$ cat src/rtl/keypad_entry_if.sv
// Bundle between the keypad driver (master) and keypad_entry_buffer (slave).
// cambio_digito is a one-cycle strobe with no ready: digito is valid only in that cycle and the slave never stalls the driver.
interface keypad_entry_if #(
  parameter int N_DIGITS = 4,
  parameter int OUT_W    = 14
);
  logic [4:0]            digito;
  logic                  cambio_digito;
  logic [4*N_DIGITS-1:0] valor;
  logic [2:0]            cuenta;
  logic [OUT_W-1:0]      dato;
  logic                  dato_valid;
  logic                  busy;
  logic                  overflow;

  modport master (
    output digito, cambio_digito,
    input  valor, cuenta, dato, dato_valid, busy, overflow
  );

  modport slave (
    input  digito, cambio_digito,
    output valor, cuenta, dato, dato_valid, busy, overflow
  );
endinterface

$ cat src/rtl/keypad_entry_buffer.sv
// Collects keypad digits into a right-aligned BCD entry and converts it to binary on enter.
// Optional feature macro: ENTRY_BACKSPACE_EN (key 0xA removes the last digit).
module keypad_entry_buffer #(
  parameter int N_DIGITS = 4,
  parameter int OUT_W    = 14
) (
  input  logic           clk,
  input  logic           rst,
  keypad_entry_if.slave  kp,
  output logic           state_dbg_o
);
  localparam int VW = 4 * N_DIGITS;
  localparam int MW = OUT_W + 4;

  typedef enum logic {
    S_IDLE = 1'b0,
    S_CONV = 1'b1
  } state_t;

  state_t           state_q, state_d;
  logic [VW-1:0]    valor_q, valor_d;
  logic [VW-1:0]    conv_q, conv_d;
  logic [2:0]       cuenta_q, cuenta_d;
  logic [2:0]       idx_q, idx_d;
  logic [OUT_W-1:0] acc_q, acc_d;
  logic [OUT_W-1:0] dato_q, dato_d;
  logic             dato_valid_q, dato_valid_d;
  logic             overflow_q, overflow_d;

  logic [3:0]       cur_digit;
  logic [MW-1:0]    acc_ext;
  logic [OUT_W-1:0] acc_step;

  // Digit selected by the conversion index, MSD first.
  always_comb begin
    cur_digit = '0;
    for (int i = 0; i < N_DIGITS; i++) begin
      if (idx_q == 3'(i)) cur_digit = conv_q[4*i +: 4];
    end
  end

  // acc*10 + digit as shift-add in a widened word, then truncated.
  always_comb begin
    acc_ext  = MW'(acc_q);
    acc_step = OUT_W'((acc_ext << 3) + (acc_ext << 1) + MW'(cur_digit));
  end

  always_comb begin
    state_d      = state_q;
    valor_d      = valor_q;
    conv_d       = conv_q;
    cuenta_d     = cuenta_q;
    idx_d        = idx_q;
    acc_d        = acc_q;
    dato_d       = dato_q;
    dato_valid_d = 1'b0;
    overflow_d   = 1'b0;

    unique case (state_q)
      S_IDLE: begin
        if (kp.cambio_digito) begin
          if (kp.digito < 5'd10) begin
            if (cuenta_q < 3'(N_DIGITS)) begin
              valor_d  = (valor_q << 4) | VW'(kp.digito[3:0]);
              cuenta_d = cuenta_q + 3'd1;
            end else begin
              overflow_d = 1'b1;
            end
          end else if (kp.digito == 5'h0F) begin
            valor_d  = '0;
            cuenta_d = '0;
          end else if (kp.digito == 5'h0E) begin
            if (cuenta_q != 3'd0) begin
              conv_d  = valor_q;
              acc_d   = '0;
              idx_d   = 3'(N_DIGITS - 1);
              state_d = S_CONV;
            end
          end
`ifdef ENTRY_BACKSPACE_EN
          else if (kp.digito == 5'h0A) begin
            if (cuenta_q != 3'd0) begin
              valor_d  = valor_q >> 4;
              cuenta_d = cuenta_q - 3'd1;
            end
          end
`endif
        end
      end

      S_CONV: begin
        // Key strobes are dropped here; the displayed entry stays until completion.
        acc_d = acc_step;
        if (idx_q == 3'd0) begin
          dato_d       = acc_step;
          dato_valid_d = 1'b1;
          valor_d      = '0;
          cuenta_d     = '0;
          state_d      = S_IDLE;
        end else begin
          idx_d = idx_q - 3'd1;
        end
      end

      default: state_d = S_IDLE;
    endcase
  end

  always_ff @(posedge clk) begin
    if (rst) begin
      state_q      <= S_IDLE;
      valor_q      <= '0;
      conv_q       <= '0;
      cuenta_q     <= '0;
      idx_q        <= '0;
      acc_q        <= '0;
      dato_q       <= '0;
      dato_valid_q <= 1'b0;
      overflow_q   <= 1'b0;
    end else begin
      state_q      <= state_d;
      valor_q      <= valor_d;
      conv_q       <= conv_d;
      cuenta_q     <= cuenta_d;
      idx_q        <= idx_d;
      acc_q        <= acc_d;
      dato_q       <= dato_d;
      dato_valid_q <= dato_valid_d;
      overflow_q   <= overflow_d;
    end
  end

  assign kp.valor      = valor_q;
  assign kp.cuenta     = cuenta_q;
  assign kp.dato       = dato_q;
  assign kp.dato_valid = dato_valid_q;
  assign kp.overflow   = overflow_q;
  assign kp.busy       = (state_q == S_CONV);
  assign state_dbg_o   = state_q;
endmodule

$ cat src/flat_wrapper.sv
// flat-port wrapper written by rule: the top's interface ports become plain ports
module keypad_entry_buffer_flat 
#(
  parameter int N_DIGITS = 4,
  parameter int OUT_W    = 14
)
  (clk, rst, state_dbg_o, kp_digito, kp_cambio_digito, kp_valor, kp_cuenta, kp_dato, kp_dato_valid, kp_busy, kp_overflow);
  keypad_entry_if #(.N_DIGITS(N_DIGITS), .OUT_W(OUT_W)) kp_i ();
  input  logic clk;
  input  logic rst;
  output logic state_dbg_o;
  input wire logic [$bits(kp_i.digito)-1:0] kp_digito;
  input wire logic [$bits(kp_i.cambio_digito)-1:0] kp_cambio_digito;
  output wire logic [$bits(kp_i.valor)-1:0] kp_valor;
  output wire logic [$bits(kp_i.cuenta)-1:0] kp_cuenta;
  output wire logic [$bits(kp_i.dato)-1:0] kp_dato;
  output wire logic [$bits(kp_i.dato_valid)-1:0] kp_dato_valid;
  output wire logic [$bits(kp_i.busy)-1:0] kp_busy;
  output wire logic [$bits(kp_i.overflow)-1:0] kp_overflow;
  assign kp_i.digito = kp_digito;
  assign kp_i.cambio_digito = kp_cambio_digito;
  assign kp_valor = kp_i.valor;
  assign kp_cuenta = kp_i.cuenta;
  assign kp_dato = kp_i.dato;
  assign kp_dato_valid = kp_i.dato_valid;
  assign kp_busy = kp_i.busy;
  assign kp_overflow = kp_i.overflow;
  keypad_entry_buffer #(.N_DIGITS(N_DIGITS), .OUT_W(OUT_W)) u_core (.clk(clk), .rst(rst), .kp(kp_i), .state_dbg_o(state_dbg_o));
endmodule
$ cat config.mk
export PLATFORM = sky130hd
export DESIGN_NAME = keypad_entry_buffer_flat
export DESIGN_NICKNAME = d
export VERILOG_FILES = /design/src/rtl/keypad_entry_if.sv /design/src/rtl/keypad_entry_buffer.sv /design/src/flat_wrapper.sv
export SDC_FILE = /design/constraint.sdc
export NUM_CORES = 1
export LEC_CHECK = 0
export CORE_UTILIZATION = 25
export DETAILED_ROUTE_END_ITERATION = 10
export PLACE_DENSITY = 0.42
export SYNTH_ARGS = -nofsm -noshare
export SYNTH_HDL_FRONTEND = slang
export SYNTH_SLANG_ARGS = --single-unit
export TNS_END_PERCENT = 10
$ cat constraint.sdc
create_clock -name clk -period 8.7 [get_ports clk]
set_input_delay 1.74 -clock clk [delete_from_list [all_inputs] [get_ports clk]]
set_output_delay 1.74 -clock clk [all_outputs]
set_load 0.02 [all_outputs]
==> results.rst, run 1 <==
.. list-table::
   :header-rows: 1

   * - Metric
     - Value
   * - DR DRC count
     - 0
   * - Antenna-violating nets left
     - 0
   * - Status
     - complete, no violations
   * - Avg Vias per Cell
     - roughly 4.7
   * - CTS sink count
     - just under 70
   * - First-pass iteration count of the detailed router
     - 4
   * - Peak VDD IR
     - 71.7 uV
   * - Total grt overflow
     - 0
   * - Placement row count
     - 43
   * - Layout-stage area growth over the synthesis result
     - 24.4%
   * - WL per Instance
     - between 10 and 15 microns
   * - Number of DRC markers after the initial detailed-route iteration
     - 98
   * - Commonest register cell after synthesis
     - sky130_fd_sc_hd__dfxtp_1
   * - Endpoint type of the worst setup path
     - register
   * - Unrepaired setup endpoints after global routing
     - no
   * - TritonCTS clock tree
     - built
   * - Tmin final
     - 3.80 ns
   * - Quantity of hold-fixing buffers added after cts
     - 0
   * - Number of violations of the max-capacitance limit
     - 0
   * - Total GRT Usage
     - 0.130
   * - Worst skew pair latency
     - 0.34 ns
   * - Syn avg cell area
     - 8.98 sq um
   * - Crit path kind
     - reg -> reg
   * - Core outline area
     - 14000 sq um
   * - Number of warning messages in the yosys log
     - 0
   * - Share of async-settable or async-resettable flops after synthesis
     - 0
   * - Post-route setup TNS
     - 0 ns
   * - Clock-pin slew on the worst setup and hold paths
     - about 0.060 ns
   * - Seq cells post-synth
     - 68
   * - Final max-slew violation count
     - 0
   * - Setup bufs post-CTS
     - 0
   * - Final period util
     - 0.437
   * - Leading cell types by total area after synthesis
     - sky130_fd_sc_hd__dfxtp_1 38%, sky130_fd_sc_hd__ha_1 10%, sky130_fd_sc_hd__mux2i_1 8.0%
   * - Count of distinct cell types in the synthesized netlist
     - 56
   * - Overall die area
     - 15000 sq um
   * - Die outline height
     - 122 microns
   * - Cell count after synthesis
     - ~400
   * - Vias after detailed routing
     - between 2000 and 3000
   * - Final Setup Violations
     - 0
   * - Worst path required time
     - 8.95 ns
   * - Leakage Power
     - between 1.5 and 2 nW
   * - Syn Nets
     - ~440
   * - CTS H-tree depth
     - 3
   * - Root buffer cell
     - sky130_fd_sc_hd__clkbuf_16
   * - Max Clock Skew
     - approximately 0.006 ns
   * - Cell count of the worst hold path
     - 2
   * - Maximum number of pins on one net before global-route repair
     - 66
   * - Maximum net fanout on the critical path
     - 8
   * - Library cell with the largest summed area after synthesis
     - sky130_fd_sc_hd__dfxtp_1
   * - Number of inserted filler cells in the final layout
     - 1460
   * - Number of enable-type register cells in the synthesized netlist
     - 0
   * - Wire length of the first global-routing pass
     - 14900 microns
   * - PortBufs
     - between 40 and 50
   * - Routability congestion estimate
     - 0.766
   * - Fraction of final layout cells sized beyond drive strength 1
     - 0.0818
   * - Post-detail-place hpwl
     - between 6000 and 7000 microns
   * - Worst path arrival time
     - 4.06 ns
   * - Worst Tran Pin Value
     - approximately 1.2 ns
   * - Placement Setup Slack
     - 4.57 ns
   * - NumNets Final
     - roughly 480
   * - Width of the die
     - 122 microns
   * - Setup slack of the critical path after layout
     - about 4.9 ns
   * - Type of the most critical hold path
     - reg -> reg
   * - Final number of hold-violating endpoints
     - 0
   * - Sequential area share after synthesis
     - 0.375
   * - Kind of start point of the critical path
     - register
   * - Post-synth design cell area
     - 3630 sq um
   * - Highest attainable clock frequency
     - roughly 0.26 GHz
   * - Sequential Area
     - between 1000 and 1500 sq um
   * - Antenna violations before repair
     - 0
   * - Aggregate routed wire length
     - 8970 microns
   * - Post-cts sizing count
     - 0
   * - Power per Cell Area
     - 167 nW/um^2
   * - I/O pin cnt
     - 45
   * - Effective utilization at floorplan
     - 0.258
   * - Logic depth of the worst register-to-register path
     - 15
   * - Antenna diode count
     - 0
   * - Area taken by multi-input logic gates
     - 2100 sq um
   * - Buffers from clock root to sink, at most
     - 2
   * - Post-synth top area share
     - 0.375
   * - Worst-case headroom to the max-slew limit
     - 0.215
   * - Via count of the first global-routing pass
     - 2939
   * - Number of CTS-inserted buffers
     - 9
## report_power, final
part	internal (W)	total, W	switching (W)
Sequential	0.000313	0.000315	0.00000177
Combinational	0.0000115	0.0000280	0.0000165
Clock	0.000273	0.000411	0.000138
Total	0.000598	0.000754	0.000156
## final timing paths
check	start	to	slack [ns]
worst max-delay path	u_core.idx_q[1]	u_core.kp.dato[10]	4.90
worst min-delay path	u_core.kp.dato[4]	u_core.kp.dato[4]	0.45
worst max register to register	u_core.idx_q[1]	u_core.kp.dato[10]	4.90
worst min register to register	u_core.kp.dato[4]	u_core.kp.dato[4]	0.45
## registers in the layout, summed over array words and instances, names as in the netlist
name                  cells
u_core.idx_q              3
u_core.acc_q             13
u_core.kp.overflow        1
u_core.kp.dato           14
u_core.kp.cuenta          3
u_core.kp.valor          16
u_core.kp.busy            1
u_core.conv_q            16
u_core.kp.dato_valid      1
## worst max-delay path, cell delays in order (launching register included)
cell and delay (ns):
sky130_fd_sc_hd__dfxtp_1 0.34, sky130_fd_sc_hd__inv_1 0.11, sky130_fd_sc_hd__ha_1 0.32, sky130_fd_sc_hd__and3b_1 0.22
sky130_fd_sc_hd__a21oi_1 0.11, sky130_fd_sc_hd__o21ai_0 0.09, sky130_fd_sc_hd__mux2i_1 0.17, sky130_fd_sc_hd__nor2_1 0.08
sky130_fd_sc_hd__fa_1 0.52, sky130_fd_sc_hd__inv_1 0.07, sky130_fd_sc_hd__fa_1 0.46, sky130_fd_sc_hd__and2b_1 0.25
sky130_fd_sc_hd__o211ai_1 0.16, sky130_fd_sc_hd__a2111oi_0 0.40, sky130_fd_sc_hd__nor3b_1 0.17, sky130_fd_sc_hd__a211oi_1 0.24
## cell usage after synthesis, types with 4 or more instances
| library cell | number |
|---|---|
| sky130_fd_sc_hd__a211oi_1 | 4 |
| sky130_fd_sc_hd__a21oi_1 | 22 |
| sky130_fd_sc_hd__a21oi_2 | 10 |
| sky130_fd_sc_hd__a22oi_1 | 4 |
| sky130_fd_sc_hd__and3b_1 | 4 |
| sky130_fd_sc_hd__buf_2 | 6 |
| sky130_fd_sc_hd__clkbuf_1 | 14 |
| sky130_fd_sc_hd__dfxtp_1 | 68 |
| sky130_fd_sc_hd__ha_1 | 29 |
| sky130_fd_sc_hd__inv_1 | 11 |
| sky130_fd_sc_hd__mux2i_1 | 29 |
| sky130_fd_sc_hd__nand2_1 | 43 |
| sky130_fd_sc_hd__nand3_1 | 8 |
| sky130_fd_sc_hd__nand3b_1 | 13 |
| sky130_fd_sc_hd__nand4_1 | 5 |
| sky130_fd_sc_hd__nor2_1 | 43 |
| sky130_fd_sc_hd__nor3_1 | 10 |
| sky130_fd_sc_hd__nor3b_1 | 4 |
| sky130_fd_sc_hd__o211ai_1 | 4 |
| sky130_fd_sc_hd__o21ai_0 | 11 |
| sky130_fd_sc_hd__o21ai_1 | 7 |
| sky130_fd_sc_hd__or3_1 | 5 |
| sky130_fd_sc_hd__xnor2_1 | 6 |
## layout make-up
type / count / share of cell area
Timing Repair Buffer: 46 / 0.0997
Sequential cell: 68 / 0.301
Clock inverter: 3 / 0.0152
Tap cell: 180 / 0.0499
Clock buffer: 12 / 0.0590
Multi-Input combinational cell: 299 / 0.465
Inverter: 12 / 0.00997
## metrics by stage
| step | std cells | util | hold slack (ns) | total power [W] | area [sq um] |
|---|---|---|---|---|---|
| 2_1_floorplan | 404 | - | 0.444 | 0.000340 | 3630 |
| 3_3_place_gp | 605 | 0.298 | 0.450 | 0.000350 | 4180 |
| 3_5_place_dp | 605 | 0.298 | 0.450 | 0.000350 | 4180 |
| 4_1_cts | 620 | 0.322 | 0.458 | 0.000767 | 4520 |
| 5_1_grt | 620 | 0.322 | 0.478 | 0.000783 | 4520 |
| 6_report | 620 | 0.322 | 0.454 | 0.000754 | 4520 |
## cell families after synthesis
logic type / after synthesis / synth area share
AND/OR/NAND/NOR: 149 / 0.215
AO/OA/AOI/OAI: 83 / 0.155
flip-flops: 68 / 0.375
buffers and inverters: 37 / 0.0476
adder cells (fa/ha/maj): 31 / 0.111
multiplexers: 29 / 0.0800
XOR/XNOR: 7 / 0.0169
## per-layer routing
metal / share of wire / global-route usage
met1: 0.49 / 0.168
met2: 0.46 / 0.209
met3: 0.027 / 0.0237
met4: 0.019 / 0.0595
met5: 0 / 0
## layout by cell type (no fill, tap or decap), types with 5 or more instances in the layout
cell type,synthesis,layout
sky130_fd_sc_hd__or3_1,5,5
sky130_fd_sc_hd__a21oi_1,22,22
sky130_fd_sc_hd__mux2i_1,29,29
sky130_fd_sc_hd__clkdlybuf4s50_1,0,43
sky130_fd_sc_hd__ha_1,29,29
sky130_fd_sc_hd__nor2_1,43,43
sky130_fd_sc_hd__nand3_1,8,8
sky130_fd_sc_hd__inv_1,11,11
sky130_fd_sc_hd__dfxtp_1,68,68
sky130_fd_sc_hd__a21oi_2,10,10
sky130_fd_sc_hd__nand4_1,5,5
sky130_fd_sc_hd__o21ai_1,7,6
sky130_fd_sc_hd__nand3b_1,13,13
sky130_fd_sc_hd__nor3_1,10,10
sky130_fd_sc_hd__o21ai_0,11,11
sky130_fd_sc_hd__xnor2_1,6,6
sky130_fd_sc_hd__clkbuf_16,0,9
sky130_fd_sc_hd__nand2_1,43,43
Power figures use the tool's default switching activity.
==> inputs of run 2 (changes only) <==
--- a/config.mk
+++ b/config.mk
@@ -7,7 +7,7 @@
 export LEC_CHECK = 0
 export CORE_UTILIZATION = 25
 export DETAILED_ROUTE_END_ITERATION = 10
-export PLACE_DENSITY = 0.42
+export PLACE_DENSITY = 0.44
 export SYNTH_ARGS = -nofsm -noshare
 export SYNTH_HDL_FRONTEND = slang
 export SYNTH_SLANG_ARGS = --single-unit
==> constraint.sdc (replaced) <==
create_clock -name clk -period 3.2 [get_ports clk]
set_input_delay 0.64 -clock clk [delete_from_list [all_inputs] [get_ports clk]]
set_output_delay 0.64 -clock clk [all_outputs]
set_load 0.02 [all_outputs]
==> run 2 against run 1 <==
  * Combinational power increased to 2.8 times the previous value
  * Largest power group unchanged
  * Fmax increased by 20%
  * Clock skew down 0.0020 ns
  * Largest cell class unchanged
  * Core utilization increased by 1.7 points
  * Die area is the same
==> results.rst, run 2 (same netlist as run 1, synthesis figures left out) <==
.. list-table::
   :header-rows: 1

   * - Metric
     - Value
   * - Status
     - complete, no violations
   * - Register share of total power
     - 0.434 (+0.016)
   * - Antenna violations before repair
     - 0 (unchanged)
   * - Maximum number of pins on one net before global-route repair
     - 40 (-39%)
   * - Clock-pin slew on the worst setup and hold paths
     - 0.06 ns (about the same)
   * - Delay of the slowest cell on the worst path
     - 0.41 ns (-0.11 ns)
   * - Most common library cell in the layout ignoring fill and taps
     - sky130_fd_sc_hd__dfxtp_1
   * - Buffers from clock root to sink, at most
     - 2 (unchanged)
   * - Overall die area
     - 15000 sq um (unchanged)
   * - Post-detail-place hpwl
     - 6690 microns (+6.5%)
   * - Switching Fraction
     - 0.225 (+0.0177)
   * - Critical R2R Launch
     - u_core.idx_q[1]
   * - First-pass iteration count of the detailed router
     - 4 (unchanged)
   * - Vias after detailed routing
     - 3016 (+3.0%)
   * - Wire length of the first global-routing pass
     - 15600 microns (+4.8%)
   * - Peak VDD IR
     - 249 uV (+250%)
   * - Endpoint type of the worst setup path
     - register
   * - Total grt overflow
     - 0 (unchanged)
   * - Leakage Power
     - 1.85 nW (+4.5%)
   * - Number of DRC markers after the initial detailed-route iteration
     - 115 (+17%)
   * - Worst hold slack
     - 0.453 ns (-0.000866 ns)
   * - Setup slack of the critical path after layout
     - 0.0171 ns (-4.88 ns)
   * - CTS sink count
     - 68 (unchanged)
   * - Fraction of final layout cells sized beyond drive strength 1
     - 0.172 (+0.0899)
   * - Cell family with most CP delay
     - simple AND/OR/NAND/NOR gates
   * - Buffers and inverters on the worst path
     - 3 (+1)
   * - Die outline height
     - 122 microns (unchanged)
   * - WL per Instance
     - 14.5 microns (about the same)
   * - Worst skew pair latency
     - 0.34 ns (about the same)
   * - Worst path depth
     - 17 (+2)
   * - Core outline area
     - 14000 sq um (unchanged)
   * - Cells along the critical path
     - inv_4, ha_4, and3b_1, a21oi_1, o21ai_0, mux2i_1, nor2_1, ha_1, ha_1, inv_2, fa_2, and2b_1, o211ai_1, buf_4, a21boi_4, or4_1, nand3_1
   * - Crit path kind
     - reg -> reg
   * - I/O pin cnt
     - 45 (unchanged)
   * - DR DRC count
     - 0 (unchanged)
   * - Tmin final
     - 3.18 ns (-0.622 ns)
   * - Avg Vias per Cell
     - 4.71 (-0.25%)
   * - Number of CTS-inserted buffers
     - 9 (unchanged)
   * - Width of the die
     - 122 microns (unchanged)
   * - Internal
     - 0.00153 W (+160%)
   * - Psw
     - 0.000443 W (+180%)
   * - PortBufs
     - 44 (unchanged)
   * - Antenna diode count
     - 0 (unchanged)
   * - Root buffer cell
     - sky130_fd_sc_hd__clkbuf_16
   * - TritonCTS clock tree
     - built
   * - Final number of hold-violating endpoints
     - 0 (unchanged)
   * - Final Setup Violations
     - 0 (unchanged)
   * - Total GRT Usage
     - 0.138 (+0.00741)
   * - Highest attainable clock frequency
     - 0.314 GHz (+20%)
   * - Max Clock Skew
     - 0.00408 ns (-0.00202 ns)
   * - Final period util
     - 0.995 (+0.557)
   * - Aggregate routed wire length
     - 9260 microns (+3.2%)
   * - Gate power share
     - 0.039 (+0.002)
   * - Number of inserted filler cells in the final layout
     - 1468 (+0.55%)
   * - Worst path required time
     - 3.48 ns (-5.47 ns)
   * - Clock Power Share
     - 0.527 (-0.018)
   * - Maximum net fanout on the critical path
     - 6 (-2)
   * - Logic depth of the worst register-to-register path
     - 17 (+2)
   * - Cell at the slowest stage of the critical path
     - sky130_fd_sc_hd__or4_1
   * - Power per Cell Area
     - 414 nW/um^2 (+150%)
   * - Cell repeated most along the worst path
     - sky130_fd_sc_hd__ha_1
   * - Placement row count
     - 43 (unchanged)
   * - Source of the critical timing path
     - u_core.idx_q[1]
   * - Endpoint of the worst-slack reg-to-reg timing path
     - u_core.acc_q[8]
   * - Util after Layout
     - 0.339 (+0.0175)
   * - Type of the most critical hold path
     - reg -> reg
   * - Worst Setup EP
     - u_core.acc_q[8]
   * - Unrepaired setup endpoints after global routing
     - yes
   * - Placement Setup Slack
     - -0.165 ns (-4.74 ns)
   * - Effective utilization at floorplan
     - 0.258 (unchanged)
   * - Routability congestion estimate
     - 0.804 (+5.0%)
   * - Worst path arrival time
     - 3.47 ns (-0.59 ns)
   * - Number of cells in the design after placement
     - 622 (+2.8%)
   * - NumNets Final
     - 494 (+4.0%)
   * - Kind of start point of the critical path
     - register
   * - Worst-case headroom to the max-slew limit
     - 0.521 (+0.306)
   * - Number of violations of the max-capacitance limit
     - 0 (unchanged)
   * - Worst Tran Pin Value
     - 0.719 ns (-0.459 ns)
   * - Layout-stage area growth over the synthesis result
     - 31.2%
   * - Via count of the first global-routing pass
     - 3059 (+4.1%)
   * - Commonest cells after routing, fill and taps aside
     - 66 x sky130_fd_sc_hd__dfxtp_1, 43 x sky130_fd_sc_hd__nand2_1, 43 x sky130_fd_sc_hd__nor2_1, 43 x sky130_fd_sc_hd__clkdlybuf4s50_1, 29 x sky130_fd_sc_hd__mux2i_1
   * - Final max-slew violation count
     - 0 (unchanged)
   * - Overall power after layout
     - 0.00197 W (+160%)
   * - Post-route insts no fill
     - 640 (+3.2%)
   * - Worst-case register-to-register setup slack
     - 0.02 ns (-4.88 ns)
   * - Antenna-violating nets left
     - 0 (unchanged)
   * - CTS H-tree depth
     - 3 (unchanged)
-- run 2: worst min path at each step --
stage	cells after the start	slack [ns]	from	endpoint
final	2	0.45	u_core.kp.dato[7]	u_core.kp.dato[7]
after global routing	2	0.48	u_core.kp.dato[5]	u_core.kp.dato[5]
after CTS	2	0.46	u_core.kp.dato[5]	u_core.kp.dato[5]
after detailed placement	2	0.45	u_core.kp.dato[5]	u_core.kp.dato[5]
after global placement	2	0.45	u_core.kp.dato[5]	u_core.kp.dato[5]
after floorplan	2	0.44	u_core.conv_q[0]	u_core.conv_q[0]
-- run 2: layout make-up --
type	instances	area [sq um]	area share
inverter	12	50.0	0.0105
timing repair buffer	65	593	0.125
multi-input combinational	299	2220	0.465
tap	180	225	0.0473
clock inverter	5	58.8	0.0123
clock buffer	11	253	0.0531
sequential	68	1370	0.287
-- run 2: worst reg2reg max path: cells and delay by family, from the launching register on --
family | cells | cell delay [ns]
multiplexers | 1 | 0.09
flip-flops | 1 | 0.35
adder cells (fa/ha/maj) | 4 | 0.83
buffers and inverters | 3 | 0.32
AND/OR/NAND/NOR | 5 | 1.02
AO/OA/AOI/OAI | 4 | 0.48
-- run 2: routing by layer --
| metal | global-route usage | vias to the layer above | wire, microns |
|---|---|---|---|
| met5 | 0 | - | 0 |
| met4 | 0.0587 | 0 | 163 |
| met3 | 0.0381 | 17 | 318 |
| met2 | 0.217 | 54 | 4210 |
| met1 | 0.175 | 1406 | 4560 |
| li1 | - | 1539 | - |
-- run 2: power by group through the flow --
stage	Clock, W	Combinational (W)	Sequential, W
after floorplan	0	0.0000475	0.000878
after global placement	0	0.0000780	0.000875
after detailed placement	0	0.0000788	0.000875
after CTS	0.00108	0.0000795	0.000855
after global routing	0.00111	0.0000850	0.000855
final	0.00104	0.0000776	0.000855
-- run 2: through the flow --
step           area [sq um]  setup TNS [ns]
5_1_grt                4760           -1.57
4_1_cts                4690         -0.0198
2_1_floorplan          3650               0
6_report               4760               0
3_3_place_gp           4330          -0.133
3_5_place_dp           4330          -0.369
-- run 2: timing repair --
item	in CTS	in global routing
hold buffers	0	0
endpoints found under the setup margin	6	17
pin swaps	13	11
hold endpoints to repair	0	0
resized for setup	13	13
buffers inserted	2	0
